File: src/rtl/full_subtractor_8bit.sv
// Unsigned WIDTH-bit ripple-borrow subtractor: {bout, d} <= a - b - bin, one cycle latency.
// Borrow chain is combinational from the pins; only the result is registered.

module full_subtractor_cell (
    input  logic a,
    input  logic b,
    input  logic bin,
    output logic d,
    output logic bout
);
    assign d    = a ^ b ^ bin;
    assign bout = (~a & b) | (~(a ^ b) & bin);
endmodule

module full_subtractor_8bit #(
    parameter int WIDTH = 8
) (
    input  logic             clk,
    input  logic             rst_n,
    input  logic [WIDTH-1:0] a,
    input  logic [WIDTH-1:0] b,
    input  logic             bin,
    output logic [WIDTH-1:0] d,
    output logic             bout
);
    logic [WIDTH:0]   borrow;
    logic [WIDTH-1:0] diff;

    assign borrow[0] = bin;

    // One cell per bit; the critical path is bin/a[0]/b[0] rippling up to borrow[WIDTH].
    for (genvar i = 0; i < WIDTH; i++) begin : g_cell
        full_subtractor_cell u_cell (
            .a    (a[i]),
            .b    (b[i]),
            .bin  (borrow[i]),
            .d    (diff[i]),
            .bout (borrow[i+1])
        );
    end

    always_ff @(posedge clk or negedge rst_n) begin
        if (!rst_n) begin
            d    <= '0;
            bout <= 1'b0;
        end else begin
            d    <= diff;
            bout <= borrow[WIDTH];
        end
    end
endmodule

File: config.mk
export PLATFORM = sky130hd
export DESIGN_NAME = full_subtractor_8bit
export DESIGN_NICKNAME = d
export VERILOG_FILES = /design/src/rtl/full_subtractor_8bit.sv
export SDC_FILE = /design/constraint.sdc
export NUM_CORES = 1
export LEC_CHECK = 0
export ABC_AREA = 1
export CAP_MARGIN = 10
export CORE_AREA = 2 2 39 41
export DETAILED_ROUTE_END_ITERATION = 10
export DIE_AREA = 0 0 41 43
export PLACE_DENSITY = 0.86
export SETUP_SLACK_MARGIN = 0.5
export SLEW_MARGIN = 10
export SYNTH_ARGS = -nofsm -noshare
export SYNTH_HDL_FRONTEND = slang
export SYNTH_SLANG_ARGS = --single-unit
export TNS_END_PERCENT = 5
File: constraint.sdc
create_clock -name clk -period 1.4 [get_ports clk]
set_clock_uncertainty 0.05 [all_clocks]
set_input_delay 0.42 -clock clk [delete_from_list [all_inputs] [get_ports clk]]
set_output_delay 0.42 -clock clk [all_outputs]
set_load 0.02 [all_outputs]
==> results of run 1 <==
[final cells by class]
cell class,count,area (um2),area share (%)
Timing Repair Buffer,27,283,35.2
Sequential cell,9,225,28.0
Multi-Input combinational cell,8,178,22.1
Inverter,18,70.1,8.72
Clock buffer,3,22.5,2.80
Tap cell,16,20.0,2.49
Clock inverter,1,5.00,0.623
[state kept, by name, indices dropped and copies added, names as in the netlist]
name	flops
d	8
bout	1
[metal layers]
layer,global-route usage (%),vias to the layer above
met4,8.00,0
met5,0,-
met1,11.2,139
li1,-,149
met2,17.2,15
met3,1.57,0
[cell families (layout without fill, tap and decap cells)]
kind of cell / after synthesis / count (layout)
buf+inv: 18 / 49
flops: 9 / 9
fa+ha+maj: 8 / 8
[stage by stage]
step / cells / util (%)
floorplan: 35 / -
global placement: 78 / 54.6
detailed placement: 78 / 54.6
CTS: 82 / 57.9
global route: 82 / 58.0
finish: 82 / 58.0
[how the worst max path moves through the flow]
stage          depth (start not counted)  from  endpoint  slack [ps]
2_1_floorplan                         11  b[0]      d[7]       -1980
3_3_place_gp                          11  a[0]      d[7]       -2490
3_5_place_dp                          11  a[0]      d[7]       -2560
4_1_cts                               12   bin      d[7]       -2140
5_1_grt                               12   bin      d[7]       -1990
6_report                              12   bin      d[7]       -1920
[layout by cell type (no fill, tap or decap), drive strengths merged]
master / count
clkinv: 1
clkbuf: 3
dfrtp: 9
fa: 8
inv: 18
clkdlybuf4s50: 13
buf: 12
dlygate4sd2: 2
[power by group]
part | total (mW) | switching [mW] | internal (mW)
logic | 0.309 | 0.138 | 0.171
registers | 0.327 | 0.0198 | 0.307
clock network | 0.184 | 0.0798 | 0.105
[repair_timing]
item / 4_1_cts / 5_1_grt
hold endpoints to repair: 0 / 0
pin swaps: 8 / 3
resized for setup: 77 / 4
setup endpoints to repair: 18 / 18
buffers inserted: 0 / 0
==> metrics.txt, run 1 <==
status finished, violations left; failing checks negative setup slack; antenna violations before repair 0; cell taking the most area after synthesis dfrtp_1; Overflow after GRT 0; WHS 399 ps; Worst Setup Slack, final -1920 ps; number of I/O pins 28; Arr. time, crit path 3400 ps; RSZ-0062 raised after global routing true; met3 wire length 47 um; placed cell area between 700 and 800 um2; NumNets Final 94; core box area between 1000 and 1500 um2; fillers 130; WL met1 219 um; syn_nets 62; Layout area overhead 77.3%; total track usage 10.5%; Most used DFF post-synth dfrtp_1; Clock Path Buffers 2; Cell variety after synth 3; final hold vios 0; post-route cell area roughly 800 um2; WL per Instance 8.41 um; crit path time final ~3300 ps; chip width 41 um; leak pwr 0.396 nW; ys async rst share 100%; # H-tree levels 1; vias per cell 3.70; max cap viols 0; Yosys top cell area share about half; most used cell, CP fa_2; clock slew at reported path FFs 60 ps; Min-Delay Path Class primary input to asynchronous set/reset pin; layout cell share with drive strength beyond 1 48.5%; Pwr Density 1020 nW/um2; final wirelength 690 um; number of synthesized flops with an enable pin 0; post-synthesis simple-gate area fraction 0%; Startpoint Class primary input; fraction of the mapped netlist area in compound gates 0%; max incr delay on CP roughly 400 ps; kind of critical path primary input to flip-flop; period utilization 237%; WL met2 423 um; list of most frequent post-synthesis cells inv_1, dfrtp_1, fa_1; # setup viols final 7; # rows 14; Root Buffer clkbuf_4; VDD IR max 418 uV; DRC Markers 0; count leader, synth inv_1; final setup TNS -8150 ps; hpwl dp approximately 640 um; Place WS -2560 ps; synth warn 0; Slew headroom about three quarters; Max FO, Critical Path 1; initial detailed-routing violation count 1; xor-xnor portion of the synthesized cell area 0%; Pins Over Slew Limit 0; via count 303; hold bufs inserted after CTS 0; top sig layer met3; die footprint 1760 um2; DRT Pass-1 Iters 2; first-pass GRT wire length 1210 um; main combinational cell family by area after synthesis adder cells; cells along the critical path buf_6, inv_4, fa_2, inv_2, fa_2, fa_2, fa_2, fa_2, fa_2, fa_2, inv_2, fa_1; transition time at the pin with the least slew margin 364 ps; initial core utilization 32.7%; Mapped Cells 35; synthesized area per cell 12.9 um2; CP Capture Type flip-flop; via count of the first global-routing pass 323; synthesized area around 450 um2; Num CTS Buffers 3; CP bufs+invs 4; f_max 301 MHz; # diodes 0; clk sinks 9; Synth Register Bits 9; CTS tree yes; Crit-path slowest cell fa_1; top post-synthesis cells by area dfrtp_1, fa_1, inv_1; Worst EP required roughly 1500 ps; Placer Congestion 0.629; Die Y 43 um; I/O Buffers 27; pin count of the biggest net entering global routing 10; multiplexer share of the synthesized area 0%; Overall Power 820 uW; Synth Area in Adders 35.4%; share of the yosys chip area belonging to registers 49.7%; post-route ant nets 0; CP top delay family adder cells
Power figures use the tool's default switching activity.
==> run 2, diff against run 1 <==
==> constraint.sdc (replaced) <==
create_clock -name clk -period 1.4 [get_ports clk]
set_clock_uncertainty 0.05 [all_clocks]
set_input_delay 0.35 -clock clk [delete_from_list [all_inputs] [get_ports clk]]
set_output_delay 0.35 -clock clk [all_outputs]
set_load 0.1 [all_outputs]
==> metrics.txt, run 2 (synthesis results as in run 1) <==
NumNets Final 94 (unchanged); clock slew at reported path FFs 50 ps (about the same); core box area 1380 um2 (unchanged); max cap viols 0 (unchanged); DRC Markers 0 (unchanged); number of I/O pins 28 (unchanged); Placer Congestion 0.640 (+1.7%); antenna violations before repair 0 (unchanged); total track usage 11.5% (+1.0 points); via count 312 (+3.0%); area of the multi-input gates 178 um2 (unchanged); Worst EP required 1470 ps (about the same); pin count of the biggest net entering global routing 10 (unchanged); Pins Over Slew Limit 0 (unchanged); most common cell after layout, fill and taps aside clkdlybuf4s50_1; Arr. time, crit path 3250 ps (-150 ps); Layout area overhead 94.5%; first-pass GRT wire length 1230 um (+1.7%); kind of critical path primary input to flip-flop; Slew headroom 75.6% (about the same); Root Buffer clkbuf_4; status finished, violations left; RSZ-0062 raised after global routing true; period utilization 227% (-10 points); # H-tree levels 1 (unchanged); DRT Pass-1 Iters 2 (unchanged); Worst Setup Slack, final -1780 ps (+142 ps); chip width 41 um (unchanged); Top Registers d x8, bout x1; vias per cell 3.80 (+3.0%); CTS tree yes; crit path time final 3180 ps (-142 ps); initial detailed-routing violation count 4 (+3); Worst Setup SP bin; Startpoint Class primary input; initial core utilization 32.7% (unchanged); max reg flops 8 (unchanged); Top reg by flops d; final hold vios 0 (unchanged); VDD IR max 563 uV (+35%); WHS 328 ps (-70.7 ps); die footprint 1760 um2 (unchanged); transition time at the pin with the least slew margin 364 ps (-0.234 ps); Die Y 43 um (unchanged); final wirelength 708 um (+2.6%); I/O Buffers 27 (unchanged); via count of the first global-routing pass 339 (+5.0%); f_max 314 MHz (+4.5%); fillers 104 (-20%); Pwr Density 1400 nW/um2 (+37%); Overflow after GRT 0 (unchanged); CP Capture Type flip-flop; # setup viols final 7 (unchanged); Overall Power 1.23 mW (+50%); Num CTS Buffers 3 (unchanged); Max FO, Critical Path 1 (unchanged); hpwl dp 637 um (about the same); # diodes 0 (unchanged); # rows 14 (unchanged); Reg area 225 um2 (unchanged); Clock Path Buffers 2 (unchanged); clk sinks 9 (unchanged); failing checks negative setup slack; most frequent cells in the layout clkdlybuf4s50_1, inv_2, dfrtp_1, buf_12, inv_1; WL per Instance 8.63 um (+2.6%); Min-Delay Path Class primary input to asynchronous set/reset pin; post-route ant nets 0 (unchanged); leak pwr 0.422 nW (+6.7%); layout cell share with drive strength beyond 1 48.5% (unchanged)
run 2: what timing repair did:
action | in CTS | in global routing
buffers inserted | 0 | 0
pin swaps | 8 | 4
resized for setup | 22 | 6
setup endpoints to repair | 18 | 17
hold buffers | 0 | 0
gates cloned | 0 | 0
run 2: layout make-up:
cell class	instances	area share, %
clock buffers	4	2.98
flip-flops and latches	9	25.6
well taps	16	2.27
inverters	18	7.95
repair buffers	27	41.1
multi-input cells	8	20.2
run 2: final timing paths:
check,end,depth (start not counted),slack [ps]
max,d[7],12,-1780
min,d[7],1,330
max in group asynchronous,d[0],1,710
min in group clk,d[0],2,340
run 2: metrics by stage:
| stage | instance area [um2] | setup WS (ps) | std cells | TNS (ps) | utilization, % |
|---|---|---|---|---|---|
| after global placement | 846 | -2410 | 78 | -12170 | 61.1 |
| after floorplan | 465 | -1910 | 35 | -8270 | - |
| final | 881 | -1780 | 82 | -7390 | 63.7 |
| after global routing | 881 | -1860 | 82 | -7690 | 63.7 |
| after CTS | 878 | -1980 | 82 | -8220 | 63.5 |
| after detailed placement | 846 | -2460 | 78 | -12480 | 61.1 |
run 2: worst max-delay path, cell delays in order:
cell and delay (ps):
buf_6 90, inv_4 40, fa_2 180, inv_2 40, fa_2 350, fa_2 340
fa_2 350, fa_2 350, fa_2 350, fa_2 340, inv_2 60, fa_1 410
run 2: where the power goes:
group	switching, mW	internal (mW)	leakage, nW
combinational	0.434	0.265	0.302
sequential	0.0379	0.308	0.105
clock	0.0764	0.109	0.0150
run 2: metal layers:
metal  up-vias  routed length (um)  part of all wire, %  track usage (%)
li1        149                   -                    -                -
met1       142                 185                   26             9.72
met2        19                 443                   63             18.8
met3         2                  56                  7.9             1.57
met4         0                  22                  3.1             14.0
met5         -                   0                    0                0
==> run 3, diff against run 2 <==
--- a/config.mk
+++ b/config.mk
@@ -8,10 +8,11 @@
 export ABC_AREA = 1
 export CAP_MARGIN = 10
 export CORE_AREA = 2 2 39 41
+export CTS_BUF_LIST = sky130_fd_sc_hd__clkbuf_2
 export DETAILED_ROUTE_END_ITERATION = 10
 export DIE_AREA = 0 0 41 43
 export PLACE_DENSITY = 0.86
-export SETUP_SLACK_MARGIN = 0.5
+export SETUP_SLACK_MARGIN = 0.05
 export SLEW_MARGIN = 10
 export SYNTH_ARGS = -nofsm -noshare
 export SYNTH_HDL_FRONTEND = slang
==> metrics.txt, run 3 (synthesis results as in run 1) <==
final wirelength 703 um (-0.71%); NumNets Final 94 (unchanged); # H-tree levels 1 (unchanged); WHS 345 ps (+16.9 ps); chip width 41 um (unchanged); max reg flops 8 (unchanged); Root Buffer clkbuf_2; layout cell share with drive strength beyond 1 50.0% (+1.5 points); fillers 107 (+2.9%); Clock Path Buffers 2 (unchanged); I/O Buffers 27 (unchanged); initial detailed-routing violation count 1 (-3); core box area 1380 um2 (unchanged); Die Y 43 um (unchanged); # setup viols final 7 (unchanged); Worst EP required 1460 ps (about the same); CP Capture Type flip-flop; CTS tree yes; Max FO, Critical Path 1 (unchanged); Pwr Density 1380 nW/um2 (-1.6%); clock slew at reported path FFs 70 ps (+20 ps); Placer Congestion 0.640 (unchanged); failing checks negative setup slack; Reg area 225 um2 (unchanged); vias per cell 3.79 (-0.32%); antenna violations before repair 0 (unchanged); # rows 14 (unchanged); f_max 313 MHz (-0.55%); via count of the first global-routing pass 342 (+0.88%); setup bufs post-CTS 0 (unchanged); die footprint 1760 um2 (unchanged); kind of critical path primary input to flip-flop; Overflow after GRT 0 (unchanged); hpwl dp 637 um (unchanged); clk sinks 9 (unchanged); status finished, violations left; Min-Delay Path Class primary input to asynchronous set/reset pin; post-route ant nets 0 (unchanged); Top Registers d x8, bout x1; most common cell after layout, fill and taps aside clkdlybuf4s50_1; number of I/O pins 28 (unchanged); Arr. time, crit path 3250 ps (about the same); hold bufs inserted after CTS 0 (unchanged); VDD IR max 535 uV (-5.0%); Slew headroom 75.7% (about the same); pin count of the biggest net entering global routing 10 (unchanged); total track usage 11.6% (+0.10 points); DRT Pass-1 Iters 3 (+1); Placed Cells 78 (unchanged); first-pass GRT wire length 1240 um (+1.1%); Num CTS Buffers 3 (unchanged); via count 311 (-0.32%); max cap viols 0 (unchanged); RSZ-0062 raised after global routing true; Worst Setup Slack, final -1800 ps (-17.7 ps); leak pwr 0.421 nW (-0.11%); Startpoint Class primary input; WL per Instance 8.57 um (-0.71%); area of the multi-input gates 178 um2 (unchanged); transition time at the pin with the least slew margin 363 ps (-1.00 ps); final hold vios 0 (unchanged); post-route insts no fill 82 (unchanged); DRC Markers 0 (unchanged); Pins Over Slew Limit 0 (unchanged); # diodes 0 (unchanged); Top reg by flops d; most frequent cells in the layout clkdlybuf4s50_1, inv_2, dfrtp_1, buf_12, inv_1; crit path time final 3200 ps (+17.7 ps); period utilization 228% (+1.3 points); Layout area overhead 91.7%; initial core utilization 32.7% (unchanged)
[run 3: cell counts in the layout (fill, tap and decap cells not counted)]
Identical to the previous run, type by type.
[run 3: critical path: stages]
cell	delay [ps]
buf_6	90
inv_4	40
fa_2	180
inv_2	40
fa_2	350
fa_2	340
fa_2	350
fa_2	350
fa_2	350
fa_2	340
inv_2	60
fa_1	410
[run 3: power by group]
part / internal [mW] / leakage (nW) / switching, mW
registers: 0.307 / 0.105 / 0.0379
logic: 0.264 / 0.300 / 0.434
clock network: 0.0760 / 0.0166 / 0.0750
[run 3: repair_timing]
item / CTS / global route
pin swaps: 8 / 4
endpoints found under the setup margin: 8 / 7
gates resized for setup: 21 / 6
[run 3: worst paths after layout]
path | start | slack, ps | cells after the start | to
worst max-delay path | bin | -1800 | 12 | d[7]
worst min-delay path | rst_n | 340 | 1 | d[7]
max in group asynchronous | rst_n | 700 | 1 | d[4]
min in group clk | a[0] | 400 | 2 | d[0]
[run 3: final cells by class]
class	instances	share of cell area, %
clock buffer	4	2.31
inverter	18	8.07
multi-input combinational	8	20.5
sequential	9	25.9
tap	16	2.31
timing repair buffer	27	40.9
[run 3: metal layers]
| metal | global-route usage (%) | vias up | wire length, um |
|---|---|---|---|
| li1 | - | 149 | - |
| met1 | 10.1 | 141 | 182 |
| met2 | 18.8 | 19 | 442 |
| met3 | 1.57 | 2 | 56 |
| met4 | 14.0 | 0 | 22 |
| met5 | 0 | - | 0 |
[run 3: metrics by stage]
step | area (um2) | TNS, ps | power [mW] | setup WS [ps] | util [%]
2_1_floorplan | 465 | -8270 | 0.735 | -1910 | -
3_3_place_gp | 846 | -12170 | 1.03 | -2410 | 61.1
3_5_place_dp | 846 | -12480 | 1.04 | -2460 | 61.1
4_1_cts | 866 | -8290 | 1.20 | -1990 | 62.6
5_1_grt | 868 | -7680 | 1.26 | -1860 | 62.7
6_report | 868 | -7520 | 1.19 | -1800 | 62.7
